==> config.mk <==
export PLATFORM = sky130hd
export DESIGN_NAME = sap_control_sequencer
export DESIGN_NICKNAME = d
export VERILOG_FILES = /design/src/rtl/sap_pkg.sv /design/src/rtl/ring_counter.sv /design/src/rtl/sap_control_sequencer.sv
export SDC_FILE = /design/constraint.sdc
export NUM_CORES = 1
export LEC_CHECK = 0
export ABC_AREA = 0
export CORE_MARGIN = 2
export CORE_UTILIZATION = 40
export DETAILED_ROUTE_END_ITERATION = 10
export PLACE_DENSITY = 0.75
export SLEW_MARGIN = 30
export SYNTH_ARGS = -nofsm -noshare
export SYNTH_HDL_FRONTEND = slang
export SYNTH_SLANG_ARGS = --single-unit
==> constraint.sdc <==
create_clock -name clk -period 2.85 [get_ports clk]
set_input_delay 0.4275 -clock clk [delete_from_list [all_inputs] [get_ports clk]]
set_output_delay 0.4275 -clock clk [all_outputs]
set_load 0.02 [all_outputs]
==> src/rtl/sap_pkg.sv <==
// Shared definitions for the SAP-1 control sequencer: opcodes, one-hot T-states,
// control-word bit positions and the combinational T-state/opcode decode.
package sap_pkg;

    localparam int OPCODE_W     = 4;
    localparam int NUM_T_STATES = 6;

    localparam logic [OPCODE_W-1:0] OP_LDA = 4'h0;
    localparam logic [OPCODE_W-1:0] OP_ADD = 4'h1;
    localparam logic [OPCODE_W-1:0] OP_SUB = 4'h2;
    localparam logic [OPCODE_W-1:0] OP_OUT = 4'hE;
    localparam logic [OPCODE_W-1:0] OP_HLT = 4'hF;

    localparam logic [NUM_T_STATES-1:0] T1 = 6'b000001;
    localparam logic [NUM_T_STATES-1:0] T2 = 6'b000010;
    localparam logic [NUM_T_STATES-1:0] T3 = 6'b000100;
    localparam logic [NUM_T_STATES-1:0] T4 = 6'b001000;
    localparam logic [NUM_T_STATES-1:0] T5 = 6'b010000;
    localparam logic [NUM_T_STATES-1:0] T6 = 6'b100000;

    // Bit positions inside the packed control word, shared with the datapath top.
    localparam int CW_PC_INC   = 0;
    localparam int CW_PC_OUT   = 1;
    localparam int CW_MAR_LOAD = 2;
    localparam int CW_RAM_OUT  = 3;
    localparam int CW_IR_LOAD  = 4;
    localparam int CW_IR_OUT   = 5;
    localparam int CW_A_LOAD   = 6;
    localparam int CW_A_OUT    = 7;
    localparam int CW_B_LOAD   = 8;
    localparam int CW_ALU_SUB  = 9;
    localparam int CW_ALU_OUT  = 10;
    localparam int CW_OUT_LOAD = 11;
    localparam int CW_WIDTH    = 12;

    typedef logic [CW_WIDTH-1:0] ctrl_word_t;

    // Raw enables for one T-state and opcode; run/halt/clr gating is applied by the caller.
    function automatic ctrl_word_t decode_cw(input logic [NUM_T_STATES-1:0] t,
                                             input logic [OPCODE_W-1:0]     op);
        ctrl_word_t cw;
        cw = {CW_WIDTH{1'b0}};
        case (t)
            T1: begin
                cw[CW_PC_OUT]   = 1'b1;
                cw[CW_MAR_LOAD] = 1'b1;
            end
            T2: begin
                cw[CW_PC_INC] = 1'b1;
            end
            T3: begin
                cw[CW_RAM_OUT] = 1'b1;
                cw[CW_IR_LOAD] = 1'b1;
            end
            T4: begin
                case (op)
                    OP_LDA, OP_ADD, OP_SUB: begin
                        cw[CW_IR_OUT]   = 1'b1;
                        cw[CW_MAR_LOAD] = 1'b1;
                    end
                    OP_OUT: begin
                        cw[CW_A_OUT]    = 1'b1;
                        cw[CW_OUT_LOAD] = 1'b1;
                    end
                    default: cw = {CW_WIDTH{1'b0}};
                endcase
            end
            T5: begin
                case (op)
                    OP_LDA: begin
                        cw[CW_RAM_OUT] = 1'b1;
                        cw[CW_A_LOAD]  = 1'b1;
                    end
                    OP_ADD, OP_SUB: begin
                        cw[CW_RAM_OUT] = 1'b1;
                        cw[CW_B_LOAD]  = 1'b1;
                    end
                    default: cw = {CW_WIDTH{1'b0}};
                endcase
            end
            T6: begin
                case (op)
                    OP_ADD: begin
                        cw[CW_ALU_OUT] = 1'b1;
                        cw[CW_A_LOAD]  = 1'b1;
                    end
                    OP_SUB: begin
                        cw[CW_ALU_OUT] = 1'b1;
                        cw[CW_A_LOAD]  = 1'b1;
                        cw[CW_ALU_SUB] = 1'b1;
                    end
                    default: cw = {CW_WIDTH{1'b0}};
                endcase
            end
            default: cw = {CW_WIDTH{1'b0}};
        endcase
        return cw;
    endfunction

endpackage

==> src/rtl/ring_counter.sv <==
// One-hot T-state ring: clears to T1, rotates one position per enabled cycle.
module ring_counter #(
    parameter int NUM_T = 6
) (
    input  logic             clk,
    input  logic             clr,
    input  logic             en,
    output logic [NUM_T-1:0] t_state
);

    localparam logic [NUM_T-1:0] T_FIRST = {{(NUM_T-1){1'b0}}, 1'b1};

    logic [NUM_T-1:0] ring_r;

    // Ring register; a corrupted (non one-hot) value falls back to T1 rather than locking up.
    always_ff @(posedge clk) begin
        if (clr) begin
            ring_r <= T_FIRST;
        end else if (!$onehot(ring_r)) begin
            ring_r <= T_FIRST;
        end else if (en) begin
            ring_r <= {ring_r[NUM_T-2:0], ring_r[NUM_T-1]};
        end else begin
            ring_r <= ring_r;
        end
    end

    assign t_state = ring_r;

endmodule

==> src/rtl/sap_control_sequencer.sv <==
// SAP-1 control sequencer: T-state ring, sticky halt flag and the Moore decode of
// ring state / opcode / run / halt into the bus and load enables.
module sap_control_sequencer
    import sap_pkg::*;
#(
    parameter int OPCODE_WIDTH = 4,
    parameter int NUM_T        = 6
) (
    input  logic                    clk,
    input  logic                    clr,
    input  logic                    run,
    input  logic [OPCODE_WIDTH-1:0] opcode,
    output logic                    pc_inc,
    output logic                    pc_out,
    output logic                    mar_load,
    output logic                    ram_out,
    output logic                    ir_load,
    output logic                    ir_out,
    output logic                    a_load,
    output logic                    a_out,
    output logic                    b_load,
    output logic                    alu_sub,
    output logic                    alu_out,
    output logic                    out_load,
    output logic                    halt,
    output logic [NUM_T-1:0]        t_state
);

    logic [NUM_T-1:0] t_state_s;
    logic             halt_r;
    logic             halt_set_s;
    logic             ring_en_s;
    ctrl_word_t       cw_s;

    ring_counter #(
        .NUM_T (NUM_T)
    ) u_ring (
        .clk     (clk),
        .clr     (clr),
        .en      (ring_en_s),
        .t_state (t_state_s)
    );

    // HLT is captured on the T4 edge; the ring must not step past T4 on that same edge.
    always_comb begin
        halt_set_s = 1'b0;
        if (run && !halt_r && (t_state_s == T4) && (opcode == OP_HLT)) begin
            halt_set_s = 1'b1;
        end else begin
            halt_set_s = 1'b0;
        end
        ring_en_s = run & ~halt_r & ~halt_set_s;
    end

    // Sticky halt flag; only clr releases it, and clr wins over a same-edge capture.
    always_ff @(posedge clk) begin
        if (clr) begin
            halt_r <= 1'b0;
        end else if (halt_set_s) begin
            halt_r <= 1'b1;
        end else begin
            halt_r <= halt_r;
        end
    end

    // Enables are silenced during reset, pause and halt so a paused state re-runs cleanly.
    always_comb begin
        cw_s = {CW_WIDTH{1'b0}};
        if (clr || !run || halt_r) begin
            cw_s = {CW_WIDTH{1'b0}};
        end else begin
            cw_s = decode_cw(t_state_s, opcode);
        end
    end

    assign pc_inc   = cw_s[CW_PC_INC];
    assign pc_out   = cw_s[CW_PC_OUT];
    assign mar_load = cw_s[CW_MAR_LOAD];
    assign ram_out  = cw_s[CW_RAM_OUT];
    assign ir_load  = cw_s[CW_IR_LOAD];
    assign ir_out   = cw_s[CW_IR_OUT];
    assign a_load   = cw_s[CW_A_LOAD];
    assign a_out    = cw_s[CW_A_OUT];
    assign b_load   = cw_s[CW_B_LOAD];
    assign alu_sub  = cw_s[CW_ALU_SUB];
    assign alu_out  = cw_s[CW_ALU_OUT];
    assign out_load = cw_s[CW_OUT_LOAD];
    assign halt     = halt_r & ~clr;
    assign t_state  = t_state_s;

endmodule

==> results.yml <==
grt:
  grt.total_usage_pct: 17.2
  antenna_found_initial: 0
  first_global_vias: 754
  grt_overflow_total: 0
  grt_max_degree: 11
  grt_pass1_wl_mm: 3.22
synth:
  synth_top_area_cell: "ha_1"
  synthTopCellsByArea: "ha_1 20%, dfxtp_1 18%, nand3_1 8.2%"
  ys_types: 32
  synth_cells: 86
  ys_warn_count: 0
  syn_area_um2: 796
  avgSynthCellArea_um2: 9.25
  netlist.area_leader.share_pct: 20.4
  syn_nets: 108
  ys_ff_latch: 7
  yosysSeqAreaShare_pct: 17.6
critical_path:
  path_max_fanout: 10
  r2r_slack_ns: 0.49
  start_kind: "primary input"
  end_kind: "output port"
  critPathArrivalTime_ns: 2.30
  required_ns: 2.42
  worst-setup-path-type: "primary input to output port"
die:
  boundaryPins: 26
  fp.dieW_um: 48.6
  die_h_um: 48.6
  initial_core_util_pct: 41.4
  fp.coreArea_mm2: 0.00192
  std_cell_rows: 16
  dieArea_mm2: 0.00236
route:
  ant_nets: 0
  wire_per_inst_um: 12.0
  via_count: 704
  routed_wl_mm: 1.72
  drc_errors: 0
  drtIter0Drc: 6
  vias_per_cell: 4.89
  firstDrtPassIters: 4
placement:
  dp_hpwl_mm: 1.44
  numPortBuffers: 25
  routabilityCongestion: 0.790
  dpl-instance-area_mm2: 0.00109
power_and_ir_drop:
  p_leak_nw: 0.463
  peakVddDrop_mv: 0.319
  power_density_mw_per_mm2: 400
sta:
  grt_setup_unrepaired: "false"
  whs_ns: 0.531
  finClkSkew_ns: 0.000915
  setup_viol: 0
  hold_viol_final: 0
  maxSlewHeadroom_pct: 72.8
  fin_crit_sh_pct: 95.6
  slew_viol_final: 0
  worstMarginPinSlew_ns: 0.405
  min_period_ns: 2.73
  fmax_ghz: 0.367
clock_tree:
  cts.path.max_buffers: 2
  cts_buffers: 3
  cts_tree: "done"
  clock_sinks: 7
  htreeDepth: 1
  path_clk_slew_ns: 0.05
  clock_latency_ns: 0.25
  cts_root_buf: "clkbuf_4"
final_layout:
  drive_gt1_share_pct: 16.2
  final_core_util_pct: 58.4
  syn_to_final_growth_pct: 41.0
  final_nets: 140
  diodes: 0
  stdcell_area_mm2: 0.00112
run_status:
  status: "finished, final reports clean"
worst_hold_path:
  hp-class: "flip-flop to flip-flop"
job:
  max_cap_viol_count: 0
[flip-flops by register name, summed over array words and instances, names as in the netlist]
name and flops:
u_ring.t_state 6, halt_r 1
[placed cells by master (no fill, tap or decap), types with 2 or more instances in the layout]
cell	netlist	routed
nand3_1	13	13
buf_4	1	5
dfxtp_1	7	7
a21oi_1	2	2
nor2_1	6	6
clkdlybuf4s50_1	0	25
fa_1	2	2
clkbuf_4	0	3
mux2i_1	6	6
inv_1	11	11
ha_1	13	13
xnor2_1	2	2
[cell usage after synthesis]
cell type	count
a21oi_4	1
fa_1	2
and2_2	1
or3b_1	2
nor3_2	1
and4_4	1
and2b_2	1
nor4b_2	1
nand3_1	13
buf_6	1
nand4b_1	1
mux2_4	1
and4b_1	1
nor2_1	6
or2b_1	1
dfxtp_1	7
nor4_2	1
and3_1	1
xnor2_1	2
nand2_1	1
mux2i_1	6
buf_2	1
ha_1	13
o21ai_0	1
a21oi_1	2
nand4bb_4	1
inv_1	11
nand3b_1	1
nor3_1	1
buf_4	1
a31oi_1	1
nor2_4	1
[critical path, stage by stage]
cell	delay, ns
clkdlybuf4s50_1	0.48
or3b_4	0.46
nor4b_2	0.29
clkdlybuf4s50_1	0.64
[report_power, final]
group          switching (mW)  internal, mW
clock                  0.0380        0.0535
sequential             0.0158         0.110
combinational           0.123         0.109
[cell families (layout without fill, tap and decap cells)]
logic type | after synthesis | count (layout) | synth area share [%]
AO/OA/AOI/OAI | 5 | 5 | 4.72
XOR/XNOR | 2 | 2 | 2.20
adder cells (fa/ha/maj) | 15 | 15 | 25.5
buffers and inverters | 14 | 45 | 8.18
flip-flops | 7 | 7 | 17.6
multiplexers | 7 | 7 | 9.43
AND/OR/NAND/NOR | 36 | 36 | 32.4
[stage by stage]
stage          setup WS (ns)  power (mW)  TNS, ns  cells
6_report               0.124       0.448        0    144
5_1_grt               0.0188       0.491        0    144
4_1_cts                0.102       0.455        0    144
3_5_place_dp         -0.0103       0.359  -0.0110    140
3_3_place_gp          0.0434       0.352        0    140
2_1_floorplan          0.416       0.273        0     86
[area by class of cell]
type	instances	area, µm²
well taps	27	33.8
repair buffers	30	288
inverters	11	41.3
flip-flops and latches	7	140
fillers	181	800
multi-input cells	65	593
clock buffers	4	26.3
[repair_timing]
action,4_1_cts,5_1_grt
resized for setup,1,0
buffers inserted,0,0
hold buffers,0,0
setup endpoints to repair,2,0
[per-layer routing]
metal	part of all wire, %	GRT usage (%)	wire (µm)	vias to the layer above
li1	-	-	-	358
met1	45	20.5	783	320
met2	48	29.5	834	21
met3	3.9	2.16	67	5
met4	2.3	10.0	39	0
met5	0	0	0	-
[worst paths after layout]
| check | startpoint | to | depth (start not counted) |
|---|---|---|---|
| max | run | alu_out | 4 |
| max reg2reg | u_ring.t_state[0] | u_ring.t_state[3] | 10 |
| min | u_ring.t_state[5] | u_ring.t_state[5] | 2 |
| min reg2reg | u_ring.t_state[5] | u_ring.t_state[5] | 2 |
(Power assumes the default switching activity.)
